## config.mk

```make
export PLATFORM = sky130hd
export DESIGN_NAME = fp_multi_multiplier
export DESIGN_NICKNAME = d
export VERILOG_FILES = /design/src/rtl/fp_multi_multiplier.sv
export SDC_FILE = /design/constraint.sdc
export NUM_CORES = 2
export LEC_CHECK = 0
export ABC_AREA = 1
export BUFFER_PORTS_ARGS = -buffer_cell sky130_fd_sc_hd__buf_4
export CORE_AREA = 5 5 217 219
export CTS_CLUSTER_DIAMETER = 120
export DETAILED_ROUTE_END_ITERATION = 10
export DIE_AREA = 0 0 222 224
export PLACE_DENSITY = 0.91
export SYNTH_ARGS = -nofsm -noshare
export SYNTH_HDL_FRONTEND = slang
export SYNTH_SLANG_ARGS = --single-unit
```

## constraint.sdc

```tcl
create_clock -name clk -period 17.9 [get_ports clk]
set_input_delay 3.58 -clock clk [delete_from_list [all_inputs] [get_ports clk]]
set_output_delay 3.58 -clock clk [all_outputs]
set_load 0.005 [all_outputs]
```

## src/rtl/fp_multi_multiplier.sv

```systemverilog
// fp_multi_multiplier: IEEE-754 binary32 product of N_OPS operands on one iterative
// multiply/normalise/round datapath, with a fixed latency of 3*(N_OPS-1)+1 edges to z_ack.
module fp_multi_multiplier #(
   parameter int N_OPS = 3
) (
   input  logic                 clk,
   input  logic                 reset,
   input  logic                 start,
   input  logic [32*N_OPS-1:0]  operands,
   output logic [31:0]          output_z,
   output logic                 z_ack,
   output logic                 busy,
   output logic                 overflow,
   output logic                 underflow,
   output logic                 invalid
);
   localparam int IW = $clog2(N_OPS + 1);
   localparam logic [IW-1:0] LAST_IDX = IW'(N_OPS);

   typedef enum logic [2:0] {IDLE, MULT, NORM, RND, PACK} state_t;
   typedef enum logic [1:0] {K_NUM, K_ZERO, K_INF, K_NAN} kind_t;

   state_t state_q, state_d;
   kind_t  acc_kind, scan_kind;

   logic [32*(N_OPS-1)-1:0] ops_q;
   logic [IW-1:0]           idx_q;
   logic                    acc_sign;
   logic signed [9:0]       acc_exp, step_exp, rnd_exp;
   logic [23:0]             acc_man, kept_q, rnd_man;
   logic [47:0]             prod_q;
   logic                    guard_q, round_q, sticky_q, rnd_up;
   logic [24:0]             rnd_sum;
   logic                    ovf_q, unf_q;
   logic [31:0]             pack_z;

   // Per-operand classification; denormals count as zero.
   logic [N_OPS-1:0] op_nan, op_inf, op_zero, op_sign;
   for (genvar g = 0; g < N_OPS; g++) begin : g_scan
      logic [7:0]  e;
      logic [22:0] f;
      assign e          = operands[32*g+23 +: 8];
      assign f          = operands[32*g +: 23];
      assign op_nan[g]  = (e == 8'hFF) && (f != '0);
      assign op_inf[g]  = (e == 8'hFF) && (f == '0);
      assign op_zero[g] = (e == 8'h00);
      assign op_sign[g] = operands[32*g+31];
   end

   always_comb begin
      scan_kind = K_NUM;
      if ((|op_nan) || ((|op_inf) && (|op_zero))) scan_kind = K_NAN;
      else if (|op_zero)                          scan_kind = K_ZERO;
      else if (|op_inf)                           scan_kind = K_INF;
   end

   always_comb begin
      rnd_up  = guard_q & (round_q | sticky_q | kept_q[0]);
      rnd_sum = {1'b0, kept_q} + 25'(rnd_up);
      rnd_man = rnd_sum[23:0];
      rnd_exp = step_exp;
      if (rnd_sum[24]) begin
         rnd_man = rnd_sum[24:1];
         rnd_exp = step_exp + 10'sd1;
      end
   end

   always_comb begin
      pack_z = {acc_sign, acc_exp[7:0], acc_man[22:0]};
      case (acc_kind)
         K_NAN:  pack_z = 32'h7FC0_0000;
         K_INF:  pack_z = {acc_sign, 8'hFF, 23'd0};
         K_ZERO: pack_z = {acc_sign, 31'd0};
         default: ;
      endcase
   end

   always_ff @(posedge clk) begin
      if (!reset) state_q <= IDLE;
      else        state_q <= state_d;
   end

   always_comb begin
      state_d = state_q;
      case (state_q)
         IDLE: if (start) state_d = MULT;
         MULT: state_d = NORM;
         NORM: state_d = RND;
         RND:  state_d = ((idx_q + IW'(1)) == LAST_IDX) ? PACK : MULT;
         PACK: state_d = IDLE;
         default: state_d = IDLE;
      endcase
   end

   assign busy = (state_q != IDLE);

   always_ff @(posedge clk) begin
      if (!reset) begin
         ops_q     <= '0;
         idx_q     <= '0;
         acc_sign  <= 1'b0;
         acc_kind  <= K_NUM;
         acc_exp   <= '0;
         acc_man   <= '0;
         step_exp  <= '0;
         prod_q    <= '0;
         kept_q    <= '0;
         guard_q   <= 1'b0;
         round_q   <= 1'b0;
         sticky_q  <= 1'b0;
         ovf_q     <= 1'b0;
         unf_q     <= 1'b0;
         output_z  <= '0;
         z_ack     <= 1'b0;
         overflow  <= 1'b0;
         underflow <= 1'b0;
         invalid   <= 1'b0;
      end else begin
         z_ack <= 1'b0;
         case (state_q)
            IDLE: if (start) begin
               ops_q    <= operands[32*N_OPS-1:32];
               acc_sign <= ^op_sign;
               acc_kind <= scan_kind;
               acc_exp  <= $signed({2'b00, operands[30:23]});
               acc_man  <= {1'b1, operands[22:0]};
               idx_q    <= IW'(1);
               ovf_q    <= 1'b0;
               unf_q    <= 1'b0;
            end
            MULT: begin
               prod_q   <= 48'(acc_man) * 48'({1'b1, ops_q[22:0]});
               step_exp <= acc_exp + $signed({2'b00, ops_q[30:23]}) - 10'sd127;
            end
            NORM: begin
               if (prod_q[47]) begin
                  kept_q   <= prod_q[47:24];
                  guard_q  <= prod_q[23];
                  round_q  <= prod_q[22];
                  sticky_q <= |prod_q[21:0];
                  step_exp <= step_exp + 10'sd1;
               end else begin
                  kept_q   <= prod_q[46:23];
                  guard_q  <= prod_q[22];
                  round_q  <= prod_q[21];
                  sticky_q <= |prod_q[20:0];
               end
            end
            RND: begin
               // Special accumulators (zero/inf/NaN) are frozen; only finite values advance.
               if (acc_kind == K_NUM) begin
                  if (rnd_exp > 10'sd254) begin
                     acc_kind <= K_INF;
                     ovf_q    <= 1'b1;
                  end else if (rnd_exp < 10'sd1) begin
                     acc_kind <= K_ZERO;
                     unf_q    <= 1'b1;
                  end else begin
                     acc_exp <= rnd_exp;
                     acc_man <= rnd_man;
                  end
               end
               ops_q <= ops_q >> 32;
               idx_q <= idx_q + IW'(1);
            end
            PACK: begin
               output_z  <= pack_z;
               overflow  <= ovf_q;
               underflow <= unf_q;
               invalid   <= (acc_kind == K_NAN);
               z_ack     <= 1'b1;
            end
            default: ;
         endcase
      end
   end
endmodule

```

# == Word level (Yosys, flattened, before mapping) ==
# Index checks and enable logic that the tools add are counted.
# totals
input_bits,99
mem_count,0
word_cells,128
mem_bits_ro,0
regBits,229
latchBits,0
out_inout_bits,37
mem_bits_rw,0
# op_classes
n_eq_ne,19
muxes,43
shifts,0
mul,1
n_addsub,5
reduce_logical,35
magnitude_cmp,2
n_div,0
bitwise,3
# op_table
op,count
24-bit two-way mux,6
64-bit case mux with 2 select lines,1
32-bit case mux with 3 select lines,1
23-bit logical NOT,3
23-bit nonzero test,3
64-bit two-way mux,1
10-bit two-way mux,6
24-bit by 24-bit multiplier with 48-bit output,1
24-bit case mux with 2 select lines,1
10-bit case mux with 2 select lines,2
24-bit by 1-bit adder with 25-bit output,1
8-bit == test (second input constant),3
8-bit logical NOT,3
22-bit OR reduction,1
21-bit OR reduction,1
2-bit two-way mux,8
2-bit != test (second input constant),7
3-bit case mux with 4 select lines,1
10-bit by 2-bit adder with 10-bit output (second input constant),1
10-bit by 9-bit adder with 10-bit output,1
10-bit by 9-bit > comparator with 1-bit output (second input constant),1
10-bit by 2-bit less-than comparator with 1-bit output (second input constant),1
1-bit two-way mux,10
5-bit AND reduction,2
23 further kinds,42

# == Longest topological paths before layout ==
# logic_depth
word_depth,10
ltp_mapped,31
ltp_nobuf,29

# == Least setup slack after synthesis ==
# No wires, ideal clock.
# synth_timing
path_type,register -> register
from,reg acc_man[13]
to,reg prod_q[28]
path_buffers,2
arrival_time_ns,6.210
setup_slack_ns,11.631
period_less_slack_ns,6.269
setup_ns,0.058
stages_incl_launch_ff,28
required_time_ns,17.842
path_cell_list,dfxtp_1 -> clkbuf_1 -> clkbuf_1 -> nand2_1 -> fa_1 -> inv_1 -> fa_1 -> inv_1 -> fa_1 -> inv_1 -> fa_1 -> inv_1 -> fa_1 -> inv_1 -> fa_1 -> inv_1 -> fa_1 -> inv_1 -> ha_1 -> nand2_1 -> nor2_1 -> inv_1 -> nor4_1 -> a21oi_1 -> or2_2 -> nand3_1 -> o211ai_1 -> inv_1
# synth_between
elab_chain_len,1
# synth_lines
item,line,text
"start, declared",30,"logic [23:0] acc_man, kept_q, rnd_man;"
"start signal, assigned",126,"acc_man <= {1'b1, operands[22:0]};"
"start signal, assigned",160,acc_man <= rnd_man;
24-bit by 24-bit multiplier with 48-bit output,132,"prod_q <= 48'(acc_man) * 48'({1'b1, ops_q[22:0]});"
"end signal, assigned",132,
"end, declared",31,logic [47:0] prod_q;
# No other way between the ends.
# A chain may end at the register's enable or synchronous reset.

# == Final worst setup path ==
# layout_timing
from,reg ops_q[16]
to,reg prod_q[34]
# layout_between
elab_chain_len,1
# layout_lines
item,line,text
"start, declared",26,logic [32*(N_OPS-1)-1:0] ops_q;
"start signal, assigned",122,ops_q <= operands[32*N_OPS-1:32];
"start signal, assigned",163,ops_q <= ops_q >> 32;
24-bit by 24-bit multiplier with 48-bit output,132,
# No other way between the ends.

==> summary.txt <==
Run status
  • Outcome: finished, final reports clean

Drt
  • Met3 WL post-DR: between 9 and 10 mm
  • Met2 WL post-DR: about 42 mm
  • DRC: 0
  • Initial drt markers: about 3200
  • Routed wire per std cell: about 19 um
  • WL final: 90.4 mm
  • Via count: between 20000 and 30000
  • Drt via density: 5.79
  • WL met1: about 32 mm
  • Drt first pass iters: 9
  • Highest metal used: met5
  • Routed Antenna Nets: 0

CTS
  • Postcts setup bufs: 0
  • Total CTS buffers: 25
  • CTS tree: done
  • Hold Buf Count CTS: 0
  • Resize count post-CTS: 0
  • Clock slew at reported path FFs: around 70 ps
  • CTS H-tree depth: 1
  • Num Clock Sinks: 227
  • Root Buffer: clkbuf_16
  • Clk Latency, worst-skew pair: 550 ps
  • Maximum clock insertion buffer count: 3

Power and ir drop
  • Sw Ratio: between 50% and 60%
  • Logic pwr share: between 70% and 80%
  • Power share of the sequential group: between 10% and 20%
  • Cell Int Power: 1.90 mW
  • Pleak: 18.7 nW
  • Net load switching power: roughly 2.2 mW
  • PD cells: between 100 and 150 mW/mm2
  • Clk pwr share: 13.9%
  • Max IR drop VDD: 107 uV

Yosys
  • Synth Warn #: 0
  • Top cell type's share of synthesized area: between 30% and 40%
  • Main synth FF type: dfxtp_1
  • Post-Syn Nets: a little over 5000
  • Synthesized area: between 0.03 and 0.04 mm2
  • Post-synth EDFFs: 0
  • Synth top area cells: fa_1, dfxtp_1, inv_1
  • Yosys reg bits: roughly 230
  • Async SR Flop Fraction: 0%
  • Synth cell types: 50
  • Synth area leader: fa_1
  • Top-count cell post-synth: inv_1
  • Mapped Cells: 4272
  • Synth cell count leaders: inv_1, nand2_1, fa_1
  • Register area share after synthesis: about 15%
  • Syn Area/Cell: a little over 7 um2

STA
  • Pins Over Slew Limit: 0
  • Final TNS setup: 0 ps
  • Final Worst Setup Slack: around 11000 ps
  • Worst-Margin Slew: 1350 ps
  • Fin crit period: around 7200 ps
  • Relative slew slack: approximately 10%
  • Setup-failing EPs final: 0
  • Fmax achieved: ~140 MHz
  • Fin crit share: 40.3%
  • Post-Route Skew: approximately 13 ps
  • RSZ-0062 raised after global routing: no
  • Final Hold Viols: 0

Final layout
  • NumNets Final: 5037
  • Share of cells above drive strength 1: about 6.4%
  • Antenna Cells: 0
  • Fillers: ~3200
  • Syn-to-layout area delta: 7.02%

Die
  • Die width: 222 um
  • Top Ports: approximately 140
  • Die Height: around 220 um
  • Die area: about 0.050 mm2
  • Cell Rows: 78
  • Initial Util: 69.2%
  • Core ar.: approximately 0.045 mm2

Global routing
  • Gr ovfl total: 0
  • Largest net degree at the start of global routing: between 60 and 70
  • Initial antenna violation count: 1
  • Tot GR Track Use: around 36%
  • Vias in the first global route: 29100
  • Global-route wire length before repair: roughly 150 mm

Worst setup path
  • Critical path required time: 18400 ps
  • Startpoint Class: register
  • Worst-path fanout max: 25
  • CP Class: register to register
  • Reg2reg path depth: 23
  • Crit path arrival time: just under 8000 ps
  • Crit. End Element: register

Place
  • Final HPWL DP: 69.2 mm
  • GP Congestion: 1.03
  • Port Buf Inserts: approximately 140
  • Pre-CTS setup slack: ~11000 ps

Min path
  • Hold-critical path depth: 2
  • Worst min path class: register to register

Run
  • Maxcap violations: 0
## flip-flops by register name, indices dropped and copies added (netlist names), 2 cells and up
signal    flops
prod_q       48
acc_kind      2
acc_man      24
kept_q       24
ops_q        62
output_z     32
idx_q         2
step_exp     10
acc_exp      10
state_q       3
## worst max-delay path: stages, from the launching register on
cell and delay (ps):
dfxtp_1 1110, nand2_1 200, fa_1 560, inv_1 50, fa_1 500, inv_1 50, fa_1 540, inv_1 50
fa_1 530, fa_1 470, fa_1 500, inv_1 50, fa_1 480, inv_1 40, ha_1 370, nand2_1 120
nor2_1 230, nand2_1 110, nor4_1 390, a21oi_1 190, o21bai_1 210, xor2_1 220, o21bai_1 80, inv_1 60
## logic make-up (layout without fill, tap and decap cells)
family                   count (synthesis)  after routing  synth area share (%)
AND/OR/NAND/NOR                       1522           1522                  19.9
buffers and inverters                 1322           1331                  16.2
AO/OA/AOI/OAI                          471            471                  8.79
XOR/XNOR                                50             50                  1.41
adder cells (fa/ha/maj)                676            676                  38.9
flip-flops                             227            227                  14.6
multiplexers                             4              4                 0.129
## routing by layer
metal	vias to the layer above	GRT usage, %
met1	13300	45.3
li1	12600	-
met3	491	7.67
met5	-	0
met2	1841	58.7
met4	2	19.2
## layout by cell type, fill, tap and decap left out, drive strengths merged
| cell | synthesis | final |
|---|---|---|
| clkinvlp | 0 | 1 |
| a21boi | 3 | 3 |
| nand3b | 4 | 4 |
| a311oi | 1 | 1 |
| and2 | 2 | 2 |
| or2 | 7 | 7 |
| xor2 | 34 | 34 |
| dfxtp | 227 | 227 |
| a31oi | 41 | 41 |
| and3 | 2 | 2 |
| o211ai | 19 | 19 |
| bufinv | 0 | 4 |
| a22oi | 2 | 2 |
| clkbuf | 202 | 30 |
| o31ai | 1 | 1 |
| fa | 483 | 483 |
| nand2 | 1035 | 1035 |
| o22ai | 2 | 2 |
| buf | 25 | 190 |
| mux2i | 4 | 4 |
| nand3 | 79 | 79 |
| a31o | 3 | 3 |
| a211oi | 2 | 2 |
| a21o | 8 | 8 |
| nor4 | 27 | 27 |
| nor2 | 294 | 294 |
| o221ai | 33 | 33 |
| a21oi | 166 | 166 |
| o21ai | 154 | 154 |
| clkinv | 1 | 6 |
| a41oi | 1 | 1 |
| nor3 | 20 | 20 |
| nand4 | 52 | 52 |
| a2111oi | 1 | 1 |
| ha | 193 | 193 |
| xnor2 | 16 | 16 |
| o21a | 4 | 4 |
| inv | 1094 | 1100 |
| o21bai | 30 | 30 |
## layout make-up
class | count | area [um2] | area share, %
multi-input cells | 2723 | 21500 | 64.7
flip-flops and latches | 227 | 4540 | 13.7
inverters | 1095 | 4110 | 12.4
repair buffers | 190 | 1430 | 4.29
well taps | 600 | 751 | 2.26
clock buffers | 30 | 684 | 2.06
clock inverters | 16 | 225 | 0.678
## metrics by stage
step	util [%]	cells	power, mW	hold WS [ps]	area (um2)
after CTS	74.0	4881	4.06	456	33200
after global placement	72.0	4835	3.38	434	32300
after floorplan	-	4272	2.55	427	31100
after detailed placement	72.0	4835	3.44	447	32300
final	74.0	4881	4.14	456	33200
after global routing	74.0	4881	4.46	481	33200
## worst paths after layout
kind | end | from | slack [ps]
setup / recovery | prod_q[34]$_SDFFE_PN0P_ | ops_q[16]$_SDFFE_PN0P_ | 10680
hold / removal | prod_q[5]$_SDFFE_PN0P_ | prod_q[5]$_SDFFE_PN0P_ | 460
setup reg to reg | prod_q[34]$_SDFFE_PN0P_ | ops_q[16]$_SDFFE_PN0P_ | 10680
hold reg to reg | prod_q[5]$_SDFFE_PN0P_ | prod_q[5]$_SDFFE_PN0P_ | 460
## power by group through the flow
stage          Combinational, mW  Sequential (mW)  Clock, mW
3_5_place_dp                2.78            0.668          0
3_3_place_gp                2.71            0.665          0
4_1_cts                     2.83            0.659      0.573
5_1_grt                     3.20            0.670      0.594
2_1_floorplan               1.94            0.617          0
6_report                    2.90            0.666      0.574
Power figures use the tool's default switching activity.
